$ cat src/rtl/motion_sequencer_if.sv
// Request/handshake and motor-command bundle between the core FSM (master)
// and the motion sequencer (slave).
interface motion_sequencer_if;
  logic       en_tracking;
  logic       en_brake;
  logic       en_reverse;
  logic       en_fbrake;
  logic       en_uturn;
  logic [7:0] trk_duty_l;
  logic [7:0] trk_duty_r;
  logic       line_center;
  logic [7:0] duty_l;
  logic [7:0] duty_r;
  logic       dir_l;
  logic       dir_r;
  logic       motor_brake;
  logic       brake_finished;
  logic       reverse_finished;
  logic       fbrake_finished;
  logic       uturn_finished;
  logic       uturn_timeout;

  modport master (
    output en_tracking, en_brake, en_reverse, en_fbrake, en_uturn,
    output trk_duty_l, trk_duty_r, line_center,
    input  duty_l, duty_r, dir_l, dir_r, motor_brake,
    input  brake_finished, reverse_finished, fbrake_finished,
    input  uturn_finished, uturn_timeout
  );

  modport slave (
    input  en_tracking, en_brake, en_reverse, en_fbrake, en_uturn,
    input  trk_duty_l, trk_duty_r, line_center,
    output duty_l, duty_r, dir_l, dir_r, motor_brake,
    output brake_finished, reverse_finished, fbrake_finished,
    output uturn_finished, uturn_timeout
  );
endinterface

$ cat src/rtl/motion_sequencer.sv
// Maneuver arbiter/sequencer: per-phase timers, finished handshakes, motor commands.
// Optional SOFT_START_EN: duty ramps up by 1 per tick after entering TRACK/REVERSE/UTURN.
module motion_sequencer #(
  parameter int          TICK_DIV    = 50000,
  parameter int          BRAKE_T     = 300,
  parameter int          REVERSE_T   = 800,
  parameter int          FBRAKE_T    = 200,
  parameter int          UTURN_MIN_T = 400,
  parameter int          UTURN_MAX_T = 3000,
  parameter logic [7:0]  REV_DUTY    = 8'd120,
  parameter logic [7:0]  TURN_DUTY   = 8'd140
) (
  input logic               clk,
  input logic               rst,
  motion_sequencer_if.slave bus
);

  localparam int PW = (TICK_DIV > 1) ? $clog2(TICK_DIV) : 1;
  localparam logic [PW-1:0] PRESC_LAST = PW'(TICK_DIV - 1);
  localparam logic [15:0]   BRAKE_LAST = 16'(BRAKE_T - 1);
  localparam logic [15:0]   REV_LAST   = 16'(REVERSE_T - 1);
  localparam logic [15:0]   FB_LAST    = 16'(FBRAKE_T - 1);
  localparam logic [15:0]   UT_MIN     = 16'(UTURN_MIN_T);
  localparam logic [15:0]   UT_LAST    = 16'(UTURN_MAX_T - 1);

  typedef enum logic [2:0] {
    S_IDLE, S_TRACK, S_BRAKE, S_REVERSE, S_FBRAKE, S_UTURN
  } state_t;

  state_t          state_r, state_n_s, sel_s;
  logic [PW-1:0]   presc_r;
  logic [15:0]     ticks_r;
  logic            tick_s;
  logic            brake_fin_r, rev_fin_r, fb_fin_r, ut_fin_r, ut_to_r;
  logic            armed_brake_s, armed_rev_s, armed_fb_s, armed_ut_s;
  logic            done_brake_s, done_rev_s, done_fb_s, done_ut_s, timeout_s;
  logic [7:0]      duty_l_r, duty_r_r, tgt_l_s, tgt_r_s;
  logic            dir_l_r, dir_r_r, brake_r, dir_l_s, dir_r_s, brake_s;

`ifdef SOFT_START_EN
  logic            entry_r;

  function automatic logic [7:0] ramp_step(input logic [7:0] cur, input logic [7:0] tgt,
                                           input logic tick);
    if (tgt < cur) begin
      ramp_step = tgt;
    end else if (tick && (cur != tgt)) begin
      ramp_step = cur + 8'd1;
    end else begin
      ramp_step = cur;
    end
  endfunction
`endif

  // Request arming and priority selection used from IDLE and TRACK.
  always_comb begin
    tick_s        = (presc_r == PRESC_LAST);
    armed_brake_s = bus.en_brake   & ~brake_fin_r;
    armed_rev_s   = bus.en_reverse & ~rev_fin_r;
    armed_fb_s    = bus.en_fbrake  & ~fb_fin_r;
    armed_ut_s    = bus.en_uturn   & ~ut_fin_r;
    if (armed_fb_s)           sel_s = S_FBRAKE;
    else if (armed_brake_s)   sel_s = S_BRAKE;
    else if (armed_rev_s)     sel_s = S_REVERSE;
    else if (armed_ut_s)      sel_s = S_UTURN;
    else if (bus.en_tracking) sel_s = S_TRACK;
    else                      sel_s = S_IDLE;
  end

  // Next state: abort on own request drop, completion beats fbrake preemption.
  always_comb begin
    state_n_s    = state_r;
    done_brake_s = 1'b0;
    done_rev_s   = 1'b0;
    done_fb_s    = 1'b0;
    done_ut_s    = 1'b0;
    timeout_s    = 1'b0;
    case (state_r)
      S_IDLE, S_TRACK: state_n_s = sel_s;
      S_BRAKE: begin
        if (!bus.en_brake) state_n_s = S_IDLE;
        else if (tick_s && (ticks_r == BRAKE_LAST)) begin
          state_n_s = S_IDLE; done_brake_s = 1'b1;
        end else if (armed_fb_s) state_n_s = S_FBRAKE;
        else state_n_s = S_BRAKE;
      end
      S_REVERSE: begin
        if (!bus.en_reverse) state_n_s = S_IDLE;
        else if (tick_s && (ticks_r == REV_LAST)) begin
          state_n_s = S_IDLE; done_rev_s = 1'b1;
        end else if (armed_fb_s) state_n_s = S_FBRAKE;
        else state_n_s = S_REVERSE;
      end
      S_FBRAKE: begin
        if (!bus.en_fbrake) state_n_s = S_IDLE;
        else if (tick_s && (ticks_r == FB_LAST)) begin
          state_n_s = S_IDLE; done_fb_s = 1'b1;
        end else state_n_s = S_FBRAKE;
      end
      S_UTURN: begin
        if (!bus.en_uturn) state_n_s = S_IDLE;
        else if ((ticks_r >= UT_MIN) && bus.line_center) begin
          state_n_s = S_IDLE; done_ut_s = 1'b1;
        end else if (tick_s && (ticks_r == UT_LAST)) begin
          state_n_s = S_IDLE; done_ut_s = 1'b1; timeout_s = 1'b1;
        end else if (armed_fb_s) state_n_s = S_FBRAKE;
        else state_n_s = S_UTURN;
      end
      default: state_n_s = S_IDLE;
    endcase
  end

  // Motor command targets for the state currently held.
  always_comb begin
    tgt_l_s = 8'd0;
    tgt_r_s = 8'd0;
    dir_l_s = 1'b0;
    dir_r_s = 1'b0;
    brake_s = 1'b0;
    case (state_r)
      S_TRACK:   begin tgt_l_s = bus.trk_duty_l; tgt_r_s = bus.trk_duty_r;
                       dir_l_s = 1'b1; dir_r_s = 1'b1; end
      S_BRAKE,
      S_FBRAKE:  brake_s = 1'b1;
      S_REVERSE: begin tgt_l_s = REV_DUTY; tgt_r_s = REV_DUTY; end
      S_UTURN:   begin tgt_l_s = TURN_DUTY; tgt_r_s = TURN_DUTY; dir_r_s = 1'b1; end
      default:   brake_s = 1'b0;
    endcase
  end

  // State, timers, handshake flags and registered motor outputs.
  always_ff @(posedge clk or negedge rst) begin
    if (!rst) begin
      state_r     <= S_IDLE;
      presc_r     <= '0;
      ticks_r     <= 16'd0;
      brake_fin_r <= 1'b0;
      rev_fin_r   <= 1'b0;
      fb_fin_r    <= 1'b0;
      ut_fin_r    <= 1'b0;
      ut_to_r     <= 1'b0;
      duty_l_r    <= 8'd0;
      duty_r_r    <= 8'd0;
      dir_l_r     <= 1'b0;
      dir_r_r     <= 1'b0;
      brake_r     <= 1'b0;
`ifdef SOFT_START_EN
      entry_r     <= 1'b0;
`endif
    end else begin
      state_r <= state_n_s;
      if (state_n_s != state_r) begin
        presc_r <= '0;
        ticks_r <= 16'd0;
      end else if (tick_s) begin
        presc_r <= '0;
        if (ticks_r != 16'hFFFF) ticks_r <= ticks_r + 16'd1;
      end else begin
        presc_r <= presc_r + PW'(1);
      end
      // A flag survives only while its request stays high.
      brake_fin_r <= done_brake_s | (bus.en_brake   & brake_fin_r);
      rev_fin_r   <= done_rev_s   | (bus.en_reverse & rev_fin_r);
      fb_fin_r    <= done_fb_s    | (bus.en_fbrake  & fb_fin_r);
      ut_fin_r    <= done_ut_s    | (bus.en_uturn   & ut_fin_r);
      if ((state_n_s == S_UTURN) && (state_r != S_UTURN)) ut_to_r <= 1'b0;
      else if (timeout_s) ut_to_r <= 1'b1;
      else ut_to_r <= ut_to_r;
`ifdef SOFT_START_EN
      entry_r  <= (state_n_s != state_r);
      duty_l_r <= entry_r ? 8'd0 : ramp_step(duty_l_r, tgt_l_s, tick_s);
      duty_r_r <= entry_r ? 8'd0 : ramp_step(duty_r_r, tgt_r_s, tick_s);
`else
      duty_l_r <= tgt_l_s;
      duty_r_r <= tgt_r_s;
`endif
      dir_l_r  <= dir_l_s;
      dir_r_r  <= dir_r_s;
      brake_r  <= brake_s;
    end
  end

  assign bus.duty_l           = duty_l_r;
  assign bus.duty_r           = duty_r_r;
  assign bus.dir_l            = dir_l_r;
  assign bus.dir_r            = dir_r_r;
  assign bus.motor_brake      = brake_r;
  assign bus.brake_finished   = brake_fin_r;
  assign bus.reverse_finished = rev_fin_r;
  assign bus.fbrake_finished  = fb_fin_r;
  assign bus.uturn_finished   = ut_fin_r;
  assign bus.uturn_timeout    = ut_to_r;

endmodule

$ cat src/flat_wrapper.sv
// flat-port wrapper written by rule: the top's interface ports become plain ports
module motion_sequencer_flat 
#(
  parameter int          TICK_DIV    = 50000,
  parameter int          BRAKE_T     = 300,
  parameter int          REVERSE_T   = 800,
  parameter int          FBRAKE_T    = 200,
  parameter int          UTURN_MIN_T = 400,
  parameter int          UTURN_MAX_T = 3000,
  parameter logic [7:0]  REV_DUTY    = 8'd120,
  parameter logic [7:0]  TURN_DUTY   = 8'd140
)
  (clk, rst, bus_en_tracking, bus_en_brake, bus_en_reverse, bus_en_fbrake, bus_en_uturn, bus_trk_duty_l, bus_trk_duty_r, bus_line_center, bus_duty_l, bus_duty_r, bus_dir_l, bus_dir_r, bus_motor_brake, bus_brake_finished, bus_reverse_finished, bus_fbrake_finished, bus_uturn_finished, bus_uturn_timeout);
  motion_sequencer_if bus_i ();
  input logic clk;
  input logic rst;
  input wire logic [$bits(bus_i.en_tracking)-1:0] bus_en_tracking;
  input wire logic [$bits(bus_i.en_brake)-1:0] bus_en_brake;
  input wire logic [$bits(bus_i.en_reverse)-1:0] bus_en_reverse;
  input wire logic [$bits(bus_i.en_fbrake)-1:0] bus_en_fbrake;
  input wire logic [$bits(bus_i.en_uturn)-1:0] bus_en_uturn;
  input wire logic [$bits(bus_i.trk_duty_l)-1:0] bus_trk_duty_l;
  input wire logic [$bits(bus_i.trk_duty_r)-1:0] bus_trk_duty_r;
  input wire logic [$bits(bus_i.line_center)-1:0] bus_line_center;
  output wire logic [$bits(bus_i.duty_l)-1:0] bus_duty_l;
  output wire logic [$bits(bus_i.duty_r)-1:0] bus_duty_r;
  output wire logic [$bits(bus_i.dir_l)-1:0] bus_dir_l;
  output wire logic [$bits(bus_i.dir_r)-1:0] bus_dir_r;
  output wire logic [$bits(bus_i.motor_brake)-1:0] bus_motor_brake;
  output wire logic [$bits(bus_i.brake_finished)-1:0] bus_brake_finished;
  output wire logic [$bits(bus_i.reverse_finished)-1:0] bus_reverse_finished;
  output wire logic [$bits(bus_i.fbrake_finished)-1:0] bus_fbrake_finished;
  output wire logic [$bits(bus_i.uturn_finished)-1:0] bus_uturn_finished;
  output wire logic [$bits(bus_i.uturn_timeout)-1:0] bus_uturn_timeout;
  assign bus_i.en_tracking = bus_en_tracking;
  assign bus_i.en_brake = bus_en_brake;
  assign bus_i.en_reverse = bus_en_reverse;
  assign bus_i.en_fbrake = bus_en_fbrake;
  assign bus_i.en_uturn = bus_en_uturn;
  assign bus_i.trk_duty_l = bus_trk_duty_l;
  assign bus_i.trk_duty_r = bus_trk_duty_r;
  assign bus_i.line_center = bus_line_center;
  assign bus_duty_l = bus_i.duty_l;
  assign bus_duty_r = bus_i.duty_r;
  assign bus_dir_l = bus_i.dir_l;
  assign bus_dir_r = bus_i.dir_r;
  assign bus_motor_brake = bus_i.motor_brake;
  assign bus_brake_finished = bus_i.brake_finished;
  assign bus_reverse_finished = bus_i.reverse_finished;
  assign bus_fbrake_finished = bus_i.fbrake_finished;
  assign bus_uturn_finished = bus_i.uturn_finished;
  assign bus_uturn_timeout = bus_i.uturn_timeout;
  motion_sequencer #(.TICK_DIV(TICK_DIV), .BRAKE_T(BRAKE_T), .REVERSE_T(REVERSE_T), .FBRAKE_T(FBRAKE_T), .UTURN_MIN_T(UTURN_MIN_T), .UTURN_MAX_T(UTURN_MAX_T), .REV_DUTY(REV_DUTY), .TURN_DUTY(TURN_DUTY)) u_core (.clk(clk), .rst(rst), .bus(bus_i));
endmodule
$ cat config.mk
export PLATFORM = sky130hd
export DESIGN_NAME = motion_sequencer_flat
export DESIGN_NICKNAME = d
export VERILOG_FILES = /design/src/rtl/motion_sequencer_if.sv /design/src/rtl/motion_sequencer.sv /design/src/flat_wrapper.sv
export SDC_FILE = /design/constraint.sdc
export NUM_CORES = 1
export LEC_CHECK = 0
export CORE_MARGIN = 4
export CORE_UTILIZATION = 51
export CTS_BUF_LIST = sky130_fd_sc_hd__clkbuf_4
export DETAILED_ROUTE_END_ITERATION = 6
export PLACE_DENSITY = 0.79
export SETUP_SLACK_MARGIN = 0.5
export SKIP_CTS_REPAIR_TIMING = 1
export SLEW_MARGIN = 30
export SYNTH_ARGS = -nofsm -noshare
export SYNTH_HDL_FRONTEND = slang
export SYNTH_SLANG_ARGS = --single-unit
$ cat constraint.sdc
create_clock -name clk -period 2.55 [get_ports clk]
set_input_delay 0.51 -clock clk [delete_from_list [all_inputs] [get_ports clk]]
set_output_delay 0.51 -clock clk [all_outputs]
set_load 0.01 [all_outputs]
Word-level counts from Yosys, hierarchy flattened --
Index checks and enable logic that the tools add are counted.
Word-level totals: register bits 59, logic and storage cells 106, output and inout port bits 24, input bits 24
Operators by class: $add $sub $neg 2, equal/unequal tests 14, $lt $le $gt $ge 1, reductions and logical operators 14, mux-type cells 46, bitwise logic cells 16
Operators by type and width (count):
- 16-bit two-way mux | 5
- 8-bit one-hot mux with 3 select lines | 2
- 3-bit two-way mux | 15
- 16-bit by 1-bit adder with 16-bit output (second input constant) | 2
- 1-bit two-way mux | 23
- 16-bit by 10-bit equality test with 1-bit output (second input constant) | 1
- 16-bit by 12-bit equality test with 1-bit output (second input constant) | 1
- 16-bit equality test (second input constant) | 1
- 16-bit by 8-bit equality test with 1-bit output (second input constant) | 1
- 16-bit by 9-bit equality test with 1-bit output (second input constant) | 1
- 16-bit by 9-bit greater-or-equal comparator with 1-bit output (second input constant) | 1
- 16-bit inequality test (second input constant) | 1
- 3-bit one-hot mux with 5 select lines | 1
- 3-bit equality test (second input constant) | 3
- 1-bit AND | 8
- 3-bit by 2-bit equality test with 1-bit output (second input constant) | 2
- 1-bit logical AND | 6
- 2-bit nonzero test | 3
- 2-bit OR reduction | 3
- 1-bit NOT | 4
- 1-bit bitwise OR | 4
- 3-bit by 1-bit equality test with 1-bit output (second input constant) | 1
- 3-bit zero test | 1
- 3-bit inequality test | 1
- 2 further kinds | 2

Logic depth before layout (Yosys ltp) --
Gate-level depths: netlist (run 1).
word-level depth 10, mapped depth 9, gate-level depth less buffers 7

Worst setup path before layout (run 1) --
No wires, ideal clock.
path type reg-to-reg, from register u_core.ticks_r[10], to register u_core.presc_r[14], arrival time 2.291 ns, cell stages (with the launch flop) 8, setup slack 0.114 ns, data required time 2.404 ns, setup time 0.146 ns, clock period less this slack 2.436 ns, cell sequence dfrtp_1 or4_4 or3_1 o41ai_1 o22ai_1 nor2_2 buf_4 nor4_2
Between the ends: cells in the longest elaborated chain, start to end 8, elaborated cells between the ends (all ways) 22
RTL lines:
- start: declaration | RTL line motion_sequencer.sv:32 | logic [15:0] ticks_r;
- start signal: assignment | RTL line motion_sequencer.sv:157 | if (ticks_r != 16'hFFFF) ticks_r <= ticks_r + 16'd1;
- parallel branches: the longest is 5 deep, another holds 16-bit by 9-bit greater-or-equal comparator with 1-bit output
- 3-bit one-hot mux with 5 select lines * | RTL line motion_sequencer.sv:78 | case (state_r)
- 3-bit inequality test * | RTL line motion_sequencer.sv:152 | if (state_n_s != state_r) begin
- 16-bit two-way mux * | RTL line motion_sequencer.sv:152
- end signal: assignment | RTL line motion_sequencer.sv:159 | presc_r <= presc_r + PW'(1);
- end: declaration | RTL line motion_sequencer.sv:31 | logic [PW-1:0] presc_r;
Every way passes the cells marked *. A chain may end at the register's enable or synchronous reset.

Worst setup path after layout (run 1) --
from register u_core.ticks_r[11], to register u_core.ticks_r[5]
Between the ends: cells in the longest elaborated chain, start to end 9, elaborated cells between the ends (all ways) 26
RTL lines:
- parallel branches: the longest is 9 deep, another holds 16-bit by 9-bit greater-or-equal comparator with 1-bit output
Parallel ways; which one is timed is not known.

==> results of run 1 <==
==> cells in the mapped netlist, types with 3 or more instances <==
library cell / instances
nand4_1: 11
buf_2: 4
nand3b_1: 3
nor4_2: 5
xnor2_1: 24
nand2b_1: 6
nand3_1: 9
inv_1: 6
a21oi_1: 4
clkbuf_1: 11
o21a_1: 3
dfrtp_1: 59
nor2b_1: 6
nand2_1: 17
nor4b_1: 4
nor4_1: 6
nor4bb_1: 6
nand4b_1: 4
ha_1: 3
nor3_1: 31
and3_1: 12
nor2_1: 33
xor2_1: 6
and2_1: 6
==> power groups by stage <==
| stage | registers, mW | logic (mW) | clock network [mW] |
|---|---|---|---|
| finish | 1.09 | 1.19 | 0.765 |
| global route | 1.10 | 1.26 | 0.826 |
| CTS | 1.09 | 0.980 | 0.777 |
| detailed placement | 1.11 | 0.975 | 0 |
| global placement | 1.10 | 0.955 | 0 |
| floorplan | 1.09 | 0.618 | 0 |
==> routing by layer <==
layer / share of wire (%) / wire length (µm) / track usage [%] / vias up
met5: 0 / 0 / 0 / -
met1: 42 / 3450 / 28.9 / 1368
met3: 6.3 / 521 / 4.09 / 24
met2: 49 / 4090 / 35.0 / 104
li1: - / - / - / 1300
met4: 2.5 / 208 / 10.2 / 0
==> per-stage QoR <==
| step | std cells | cell area (µm²) | hold WS (ps) | setup TNS (ps) | setup WS (ps) |
|---|---|---|---|---|---|
| floorplan | 319 | 3330 | 214 | 0 | 216 |
| detailed placement | 454 | 4080 | 465 | -448 | -41.4 |
| finish | 478 | 4460 | 70.3 | -8.50 | -5.54 |
| global placement | 454 | 4080 | 468 | -26.1 | -3.78 |
| global route | 478 | 4460 | 103 | -1240 | -139 |
| CTS | 470 | 4240 | 69.1 | -898 | -74.0 |
==> cell type report <==
type	instances	area, µm²	area share (%)
clock inverters	7	92.6	2.08
well taps	75	93.8	2.10
inverters	6	22.5	0.505
flip-flops and latches	59	1480	33.1
repair buffers	87	867	19.4
clock buffers	9	67.6	1.51
multi-input cells	235	1840	41.3
==> worst max path at each step <==
| stage | slack [ps] | endpoint | from |
|---|---|---|---|
| after global routing | -140 | u_core.ticks_r[15]$_DFFE_PN0P_ | u_core.presc_r[13]$_DFF_PN0_ |
| final | -6 | u_core.ticks_r[5]$_DFFE_PN0P_ | u_core.ticks_r[11]$_DFFE_PN0P_ |
| after detailed placement | -40 | u_core.ticks_r[9]$_DFFE_PN0P_ | u_core.ticks_r[0]$_DFFE_PN0P_ |
| after floorplan | 220 | u_core.ticks_r[4]$_DFFE_PN0P_ | u_core.ticks_r[15]$_DFFE_PN0P_ |
| after global placement | -4 | u_core.ticks_r[13]$_DFFE_PN0P_ | u_core.ticks_r[0]$_DFFE_PN0P_ |
| after CTS | -70 | u_core.ticks_r[9]$_DFFE_PN0P_ | u_core.ticks_r[0]$_DFFE_PN0P_ |
==> worst max-delay path, delay by kind of cell (launching register included) <==
kind            cells  cell delay [ps]
buf+inv             2              310
compound gates      1              130
flops               1              470
simple gates        5             1520
==> kinds of logic after synthesis <==
| group | count (synthesis) | synth area share [%] |
|---|---|---|
| buf+inv | 25 | 3.49 |
| fa+ha+maj | 3 | 1.19 |
| simple gates | 173 | 32.4 |
| compound gates | 28 | 7.35 |
| flops | 59 | 46.9 |
| xor+xnor | 30 | 8.34 |
| mux | 1 | 0.318 |
==> sequential cells by signal (all words and copies together) (netlist names), 3 cells and up <==
register and cells:
u_core.bus.duty_l 8, u_core.presc_r 16, u_core.bus.duty_r 8, u_core.ticks_r 16, u_core.state_r 3
==> metrics.cfg, run 1 <==
[run_status]
run_status = finished with violations
failed_checks = negative setup slack

[cells_and_area]
fin_util_pct = 74.9
fillCellCount = 405
layout.cells.most_common_list = 59 x dfrtp_1, 46 x clkdlybuf4s50_1, 33 x nor2_1
final_layout_size_suffix_gt1_share_pct = 26.6
post_synthesis_to_final_layout_area_growth_pct = 41.6
nets = 425
layout_commonest_cell = dfrtp_1
diodes = 0

[clock_tree]
tritoncts.num_buffers = 9
cts_num_sinks = 59
cts_max_path_buffers = 2
root_buffer = clkbuf_4
cts.reportedPaths.clkPinSlew_ps = 110
cts_tree = done
htreeDepth = 3
clock_latency_ps = 420

[floorplanning]
die_x_um = 86.6
die_h_um = 86.6
dieArea_um2 = 7500
core-area_um2 = 5960
initial_util_pct = 52.9
std_cell_rows = 28
boundaryPins = 48

[synth]
ys_types = 56
ys_async_sr_fraction_pct = 100
synth.ff_latch_count = 59
synth_enable_flop_cells = 0
syn_inst = 319
post_synth_instance_area_um2 = 3150
synthDominantCellAreaShare_pct = 46.9
synth-warning-count = 0
yosys-top-cells-area = dfrtp_1 47%, xnor2_1 6.7%, nor3_1 4.9%
avgSynthCellArea_um2 = 9.88
postSynth.topFlopCell = dfrtp_1
postSynthNetCount = 346
synth_top_cell_by_area = dfrtp_1
synth-seq-area-share_pct = 46.9

[route]
drt_first_iter_violations = 190
viasPerCell = 5.85
drt_first_pass_iters = 4
drt.antenna.violating_nets = 0
detail_route.wirelength_mm = 8.27
via_count = 2796
drc = 0
wl_per_cell_um = 17.3

[timing]
finalWorstSetupSlack_ps = -5.54
clock_skew_ps = 11.8
finalHoldViolations = 0
report.final.slew_viol_count = 0
worst_slew_slack_as_a_fraction_of_its_limit_pct = 54.4
setup_violations = 3
rsz0062_at_grt = yes
fin_crit_period_ps = 2560
timing.fmax_mhz = 391
worst-slew-pin-transition_ps = 677
timing.final.crit_share_pct = 100

[critical_path]
critPathMaxFanout = 9
path_class = reg2reg
timing.critical_path.required_ps = 2850
timing.critical_path.cells = or4b_2, nor4_1, nor3b_2, o22ai_2, nor2_4, buf_12, clkbuf_16, nor3_2
end_kind = flip-flop
critical_path.slowest_cell = or4b_2
worst_setup_path_start_kind = flip-flop
worst_path_largest_cell_delay_ps = 650
r2r-end = u_core.ticks_r[5]$_DFFE_PN0P_
reg2reg_slack_ps = -6
rr_startpoint = u_core.ticks_r[11]$_DFFE_PN0P_
critPathArrivalTime_ps = 2860
worstRegToRegCells = 8

[pwr]
power_density_nw_per_um2 = 683
power.total_mw = 3.05
total_switching_power_mw = 1.07
power.share.combinational_pct = 39.0
clock_power_share_pct = 25.1
seqPwrFrac_pct = 35.9
internal_power_mw = 1.98
irDropWorstVdd_mv = 0.417
power_leakage_nw = 1.78
switching_fraction_pct = 35.0

[global_route]
overflow = 0
globalRouteTotalUtil_pct = 21.9
first_global_vias = 2706
grt_first_pass_wirelength_mm = 12.8
grt_max_degree = 36
antenna_found_initial = 0

[placed_design]
io_buffer_count = 47
final_weighted_congestion_of_routability_driven_global_placement = 0.858
place.detailed.hpwl_mm = 5.58

[job]
number_of_violations_of_the_max_capacitance_limit = 0

[worst_hold_path]
holdCritPathClass = in2async

Power figures use the tool's default switching activity.
==> inputs of run 2 (changes only) <==
Settings changed: CAP_MARGIN from default to 20.
==> results of run 2 <==
Same layout as run 1: the final DEF is identical, and so are final timing and power.
